--- src/rtl/regfile_sb_if.sv ---
// regfile_sb_if -- bus interface for the scoreboarded register file.
//
// Purpose : groups the read, write and reservation signals of regfile_sb
//           so the register file and its client share one port list.
// Params  : N data width, R address width (depth 2**R).
// Modports:
//   master - the client: drives rdEn/readReg1/readReg2, writeEnable/
//            writeReg/writeData and reserveEn/reserveReg; samples
//            readData1/readData2/readValid, busy1/busy2, hazard and
//            reserveErr.
//   slave  - the register file: the mirror image of master.
interface regfile_sb_if #(
  parameter int N = 32,
  parameter int R = 5
);
  logic         rdEn;
  logic [R-1:0] readReg1;
  logic [R-1:0] readReg2;
  logic         writeEnable;
  logic [R-1:0] writeReg;
  logic [N-1:0] writeData;
  logic         reserveEn;
  logic [R-1:0] reserveReg;
  logic [N-1:0] readData1;
  logic [N-1:0] readData2;
  logic         readValid;
  logic         busy1;
  logic         busy2;
  logic         hazard;
  logic         reserveErr;

  modport master (
    output rdEn, readReg1, readReg2,
    output writeEnable, writeReg, writeData,
    output reserveEn, reserveReg,
    input  readData1, readData2, readValid,
    input  busy1, busy2, hazard, reserveErr
  );

  modport slave (
    input  rdEn, readReg1, readReg2,
    input  writeEnable, writeReg, writeData,
    input  reserveEn, reserveReg,
    output readData1, readData2, readValid,
    output busy1, busy2, hazard, reserveErr
  );
endinterface

--- src/rtl/regfile_sb.sv ---
// regfile_sb -- 2-read / 1-write register file with a pending-write
// scoreboard.
//
// Purpose : 2**R registers of N bits, register 0 hard-wired to zero.
//           Reads are registered (one-cycle latency, readValid pulse).
//           One busy bit per register is set by a reservation and cleared
//           by a write; busy1/busy2/hazard report the current scoreboard
//           for the read addresses, reserveErr flags a double reservation.
// Ports   :
//   clk     - rising-edge clock
//   resetN  - asynchronous active-low reset; clears registers, scoreboard
//             and all registered outputs
//   bus     - regfile_sb_if.slave, read/write/reserve bus
// Options : REGFILE_BYPASS_EN - when defined, a read on the same edge as a
//           write to the same nonzero address returns the write data;
//           otherwise it returns the pre-write contents.
module regfile_sb #(
  parameter int N = 32,
  parameter int R = 5
) (
  input logic          clk,
  input logic          resetN,
  regfile_sb_if.slave  bus
);
  localparam int D = 1 << R;

  logic [N-1:0] regs [D];
  logic [D-1:0] busy;
  logic [D-1:0] busy_nxt;
  logic [N-1:0] rd_val1;
  logic [N-1:0] rd_val2;
  logic         err_nxt;

  always_comb begin
    rd_val1 = regs[bus.readReg1];
    rd_val2 = regs[bus.readReg2];
`ifdef REGFILE_BYPASS_EN
    // write-through: the word being written this edge wins over the array
    if (bus.writeEnable && bus.writeReg == bus.readReg1 && bus.readReg1 != '0)
      rd_val1 = bus.writeData;
    if (bus.writeEnable && bus.writeReg == bus.readReg2 && bus.readReg2 != '0)
      rd_val2 = bus.writeData;
`endif
  end

  // register 0 is never written, so it stays at its reset value of zero
  always_ff @(posedge clk or negedge resetN) begin
    if (!resetN) begin
      for (int i = 0; i < D; i++) regs[i] <= '0;
    end else if (bus.writeEnable && bus.writeReg != '0) begin
      regs[bus.writeReg] <= bus.writeData;
    end
  end

  // clear first, then set, so a same-edge reserve of the written address wins
  always_comb begin
    busy_nxt = busy;
    if (bus.writeEnable) busy_nxt[bus.writeReg] = 1'b0;
    if (bus.reserveEn && bus.reserveReg != '0) busy_nxt[bus.reserveReg] = 1'b1;
    busy_nxt[0] = 1'b0;
  end

  always_comb begin
    err_nxt = bus.reserveEn && bus.reserveReg != '0 && busy[bus.reserveReg]
              && !(bus.writeEnable && bus.writeReg == bus.reserveReg);
  end

  always_ff @(posedge clk or negedge resetN) begin
    if (!resetN) begin
      busy           <= '0;
      bus.readData1  <= '0;
      bus.readData2  <= '0;
      bus.readValid  <= 1'b0;
      bus.reserveErr <= 1'b0;
    end else begin
      busy           <= busy_nxt;
      bus.readValid  <= bus.rdEn;
      bus.reserveErr <= err_nxt;
      if (bus.rdEn) begin
        bus.readData1 <= rd_val1;
        bus.readData2 <= rd_val2;
      end
    end
  end

  // scoreboard view is the registered state only; no same-cycle forwarding
  assign bus.busy1  = busy[bus.readReg1];
  assign bus.busy2  = busy[bus.readReg2];
  assign bus.hazard = bus.rdEn & (bus.busy1 | bus.busy2);

endmodule

--- src/flat_wrapper.sv ---
// flat-port wrapper written by rule: the top's interface ports become plain ports
module regfile_sb_flat 
#(
  parameter int N = 32,
  parameter int R = 5
)
  (clk, resetN, bus_rdEn, bus_readReg1, bus_readReg2, bus_writeEnable, bus_writeReg, bus_writeData, bus_reserveEn, bus_reserveReg, bus_readData1, bus_readData2, bus_readValid, bus_busy1, bus_busy2, bus_hazard, bus_reserveErr);
  regfile_sb_if #(.N(N), .R(R)) bus_i ();
  input logic clk;
  input logic resetN;
  input wire logic [$bits(bus_i.rdEn)-1:0] bus_rdEn;
  input wire logic [$bits(bus_i.readReg1)-1:0] bus_readReg1;
  input wire logic [$bits(bus_i.readReg2)-1:0] bus_readReg2;
  input wire logic [$bits(bus_i.writeEnable)-1:0] bus_writeEnable;
  input wire logic [$bits(bus_i.writeReg)-1:0] bus_writeReg;
  input wire logic [$bits(bus_i.writeData)-1:0] bus_writeData;
  input wire logic [$bits(bus_i.reserveEn)-1:0] bus_reserveEn;
  input wire logic [$bits(bus_i.reserveReg)-1:0] bus_reserveReg;
  output wire logic [$bits(bus_i.readData1)-1:0] bus_readData1;
  output wire logic [$bits(bus_i.readData2)-1:0] bus_readData2;
  output wire logic [$bits(bus_i.readValid)-1:0] bus_readValid;
  output wire logic [$bits(bus_i.busy1)-1:0] bus_busy1;
  output wire logic [$bits(bus_i.busy2)-1:0] bus_busy2;
  output wire logic [$bits(bus_i.hazard)-1:0] bus_hazard;
  output wire logic [$bits(bus_i.reserveErr)-1:0] bus_reserveErr;
  assign bus_i.rdEn = bus_rdEn;
  assign bus_i.readReg1 = bus_readReg1;
  assign bus_i.readReg2 = bus_readReg2;
  assign bus_i.writeEnable = bus_writeEnable;
  assign bus_i.writeReg = bus_writeReg;
  assign bus_i.writeData = bus_writeData;
  assign bus_i.reserveEn = bus_reserveEn;
  assign bus_i.reserveReg = bus_reserveReg;
  assign bus_readData1 = bus_i.readData1;
  assign bus_readData2 = bus_i.readData2;
  assign bus_readValid = bus_i.readValid;
  assign bus_busy1 = bus_i.busy1;
  assign bus_busy2 = bus_i.busy2;
  assign bus_hazard = bus_i.hazard;
  assign bus_reserveErr = bus_i.reserveErr;
  regfile_sb #(.N(N), .R(R)) u_core (.clk(clk), .resetN(resetN), .bus(bus_i));
endmodule
--- config.mk ---
export PLATFORM = sky130hd
export DESIGN_NAME = regfile_sb_flat
export DESIGN_NICKNAME = d
export VERILOG_FILES = /design/src/rtl/regfile_sb_if.sv /design/src/rtl/regfile_sb.sv /design/src/flat_wrapper.sv
export SDC_FILE = /design/constraint.sdc
export NUM_CORES = 2
export LEC_CHECK = 0
export BUFFER_PORTS_ARGS = -buffer_cell sky130_fd_sc_hd__clkbuf_2
export CAP_MARGIN = 20
export CORE_AREA = 5 5 410 412
export CTS_BUF_LIST = sky130_fd_sc_hd__clkbuf_8
export CTS_CLUSTER_DIAMETER = 40
export DETAILED_ROUTE_END_ITERATION = 12
export DIE_AREA = 0 0 415 417
export SETUP_SLACK_MARGIN = 0.02
export SLEW_MARGIN = 10
export SYNTH_ARGS = -nofsm -noshare
export SYNTH_HDL_FRONTEND = slang
export SYNTH_SLANG_ARGS = --single-unit
--- constraint.sdc ---
create_clock -name clk -period 1.8 [get_ports clk]
set_input_delay 0.18 -clock clk [delete_from_list [all_inputs] [get_ports clk]]
set_output_delay 0.18 -clock clk [all_outputs]
set_load 0.005 [all_outputs]
==> run metrics <==
maximum root-to-sink buffer count=3; Tightest Hold Check Type=input pin to flip-flop; VDD IR max=1.04 mV; final worst slack=-1.08 ns; CTS Buf Count=203; drt pass-1 iters=7; Rows=around 150; DIE WIDTH=roughly 420 µm; placed cell count=6037; Placer Congestion=0.907; Syn. warnings=0; Tmin final=2.88 ns; failing checks=negative setup slack; Residual DRC=0; WS Path Type=flip-flop to output pin; Final period util=1.60; final setup fails=3; DIE AREA=173000 µm²; nets=4174; number of port buffers=~130; FFs w/ async S/R, synth=1.00; Reg2Reg Depth=5; ranking of synthesized cells by area=dfrtp_1 (49%), mux4_2 (21%), mux2_2 (21%), o22ai_1 (2.9%), clkbuf_1 (1.4%); TritonCTS clock tree=yes; Detailed Route WL=between 150000 and 200000 µm; hold depth=5; Max-slew headroom=0.497; syn nets=3723; Reg clk slew, reported paths=roughly 0.060 ns; vias in the first global route=39900; Vias=37800; first-pass GRT wire length=282000 µm; Clock Latency Late Sink=approximately 0.94 ns; Peak Freq=347 MHz; Max Cap Viol=0; Slew @ Worst Pin=0.752 ns; sequential element share of the synthesized area=0.491; EDFF count, synth=0; status=complete, but fails checks; 1st-iter DRT viols=3011; largest net degree at the start of global routing=75; leak pwr=30.5 nW; Util after Layout=0.426; fillers=approximately 15000; clk_skew=0.0536 ns; Min Hold Slack=0.0717 ns; post-synth top area share=0.491; starting density of the core=0.348; worst path arrival time=~2.7 ns; Top FF cell, synth=dfrtp_1; wire per inst=29.5 µm; die height=417 µm; via/cell ratio=slightly below 6; pwr/cell area=1070 nW/µm²; Cells after Synth=3666; synth unique cells=44; gr usage total=0.219; final hold violation count=0; CP max FO=2; flops & latches, synth=1121; gr ovfl total=0; fraction of layout cells with a size suffix above 1=0.595; Final Max Slew Viols=0; Post-DP HPWL=125000 µm; Avg Cell Area, Syn=15.6 µm²; CP Launch Type=flip-flop; H-tree depth=4; Syn Std Cell Area=roughly 57000 µm²; Routed Antenna Nets=0; RSZ-0062 raised after global routing=yes; CORE AREA=164000 µm²; Num Clock Sinks=1121; Yosys top cell by area=dfrtp_1; required time of the critical path=~1.6 ns; crit end category=output pin; Post-Layout Cell Count=6477; antenna violations before repair=12; Ports=126; clk root buf=clkbuf_8; Synth-to-Final Area Change=22.4%
## state kept, by name (all words and copies together) (netlist names)
signal and count:
u_core.busy 31, u_core.bus.readData2 32, u_core.bus.reserveErr 1, u_core.bus.readValid 1
u_core.regs 1024, u_core.bus.readData1 32
## cell type report
class | count | area (µm²) | area share
sequential | 1121 | 28100 | 0.401
antenna | 4 | 10.0 | 0.000143
multi-input combinational | 2119 | 27400 | 0.392
timing repair buffer | 664 | 7230 | 0.103
inverter | 8 | 30.0 | 0.000430
clock buffer | 264 | 3630 | 0.0520
clock inverter | 108 | 827 | 0.0118
tap | 2189 | 2740 | 0.0392
## worst max-delay path: stages (launching register included)
cell and delay, ns:
dfrtp_1 0.40, mux4_2 0.46, nand2b_4 0.15, o211ai_1 0.15, nand4_1 0.14, buf_4 0.18
o21a_1 0.16, clkbuf_2 0.10
## logic make-up (layout without fill, tap and decap cells)
family                    Yosys count  after routing  synth area share
buffers and inverters             426           1044            0.0361
other                               0              4                 0
DFF                              1121           1121             0.491
xor gates and xnor gates            5              5          0.000767
and+or+nand+nor                   193            193            0.0188
muxes                            1598           1598             0.417
AOI/OAI and AO/OA                 323            323            0.0359
## synthesized netlist by cell type, types with 6 or more instances
| cell | number |
|---|---|
| buf_6 | 21 |
| nand4_1 | 6 |
| mux2_2 | 1041 |
| o21ai_0 | 23 |
| buf_4 | 41 |
| dfrtp_1 | 1121 |
| nor2b_1 | 11 |
| nand3_1 | 15 |
| nor4_1 | 65 |
| mux4_2 | 521 |
| nand3b_1 | 9 |
| nand2_1 | 40 |
| mux2_1 | 17 |
| buf_2 | 121 |
| o22ai_1 | 261 |
| nor3b_1 | 8 |
| clkbuf_1 | 215 |
| inv_1 | 8 |
| mux2i_1 | 19 |
| a22o_1 | 15 |
| nor2_1 | 18 |
| buf_1 | 20 |
## per-layer routing
| layer | wire, µm | share of wire | vias to the layer above | track usage |
|---|---|---|---|---|
| met2 | 92700 | 0.49 | 1370 | 0.360 |
| met3 | 11200 | 0.059 | 394 | 0.0381 |
| met4 | 7590 | 0.040 | 2 | 0.0871 |
| met5 | 13 | 0.000068 | - | 0 |
| met1 | 79500 | 0.42 | 20700 | 0.291 |
| li1 | - | - | 15400 | - |
## path summary, 6_finish.rpt
check | end | slack, ns | from
hold reg to reg | u_core.regs[1012] | 0.39 | u_core.regs[1012]
setup / recovery | bus_hazard | -1.08 | u_core.busy[3]
hold / removal | u_core.bus.readData1[12] | 0.07 | bus_readReg1[3]
max in group asynchronous | u_core.regs[162] | 0.68 | resetN
setup reg to reg | u_core.bus.readData2[30] | 0.03 | u_core.regs[734]
min in group asynchronous | u_core.regs[106] | 0.53 | resetN
## through the flow
step	worst slack, ns	instance area, µm²	TNS (ns)	power (mW)
finish	-1.08	69900	-3.08	74.8
global route	-1.13	69900	-3.27	78.2
CTS	-1.16	69800	-3.34	75.2
detailed placement	-0.462	64700	-63.72	48.6
global placement	-0.476	64700	-56.55	48.0
floorplan	0.0338	57100	0	43.2
## report_power, final
| part | total, mW | switching (mW) | leakage [nW] | internal, mW |
|---|---|---|---|---|
| registers | 33.7 | 3.62 | 14.3 | 30.1 |
| logic | 14.8 | 5.44 | 13.7 | 9.36 |
| clock network | 26.3 | 11.4 | 2.50 | 14.9 |
## cell usage in the layout (no fill, tap or decap), types with 15 or more instances in the layout
cell type,instances
mux4_2,521
mux2_2,1041
nand2_1,18
a22o_1,15
clkbuf_8,264
o22ai_1,250
mux2i_1,19
buf_12,188
o21ai_0,23
buf_4,291
nand2_4,15
nor4_1,65
nor2_4,16
clkinv_2,23
inv_1,64
dfrtp_1,1115
mux2_1,17
dlygate4sd3_1,59
clkbuf_2,117
## repair_timing
item | in CTS | in global routing
hold buffers | 61 | 0
hold endpoints to repair | 2210 | 0
setup endpoints to repair | 12 | 43
gates resized for setup | 10 | 16
setup buffers | 2 | 3
pin swaps | 4 | 6
cloned | 0 | 0
(Power assumes the default switching activity.)
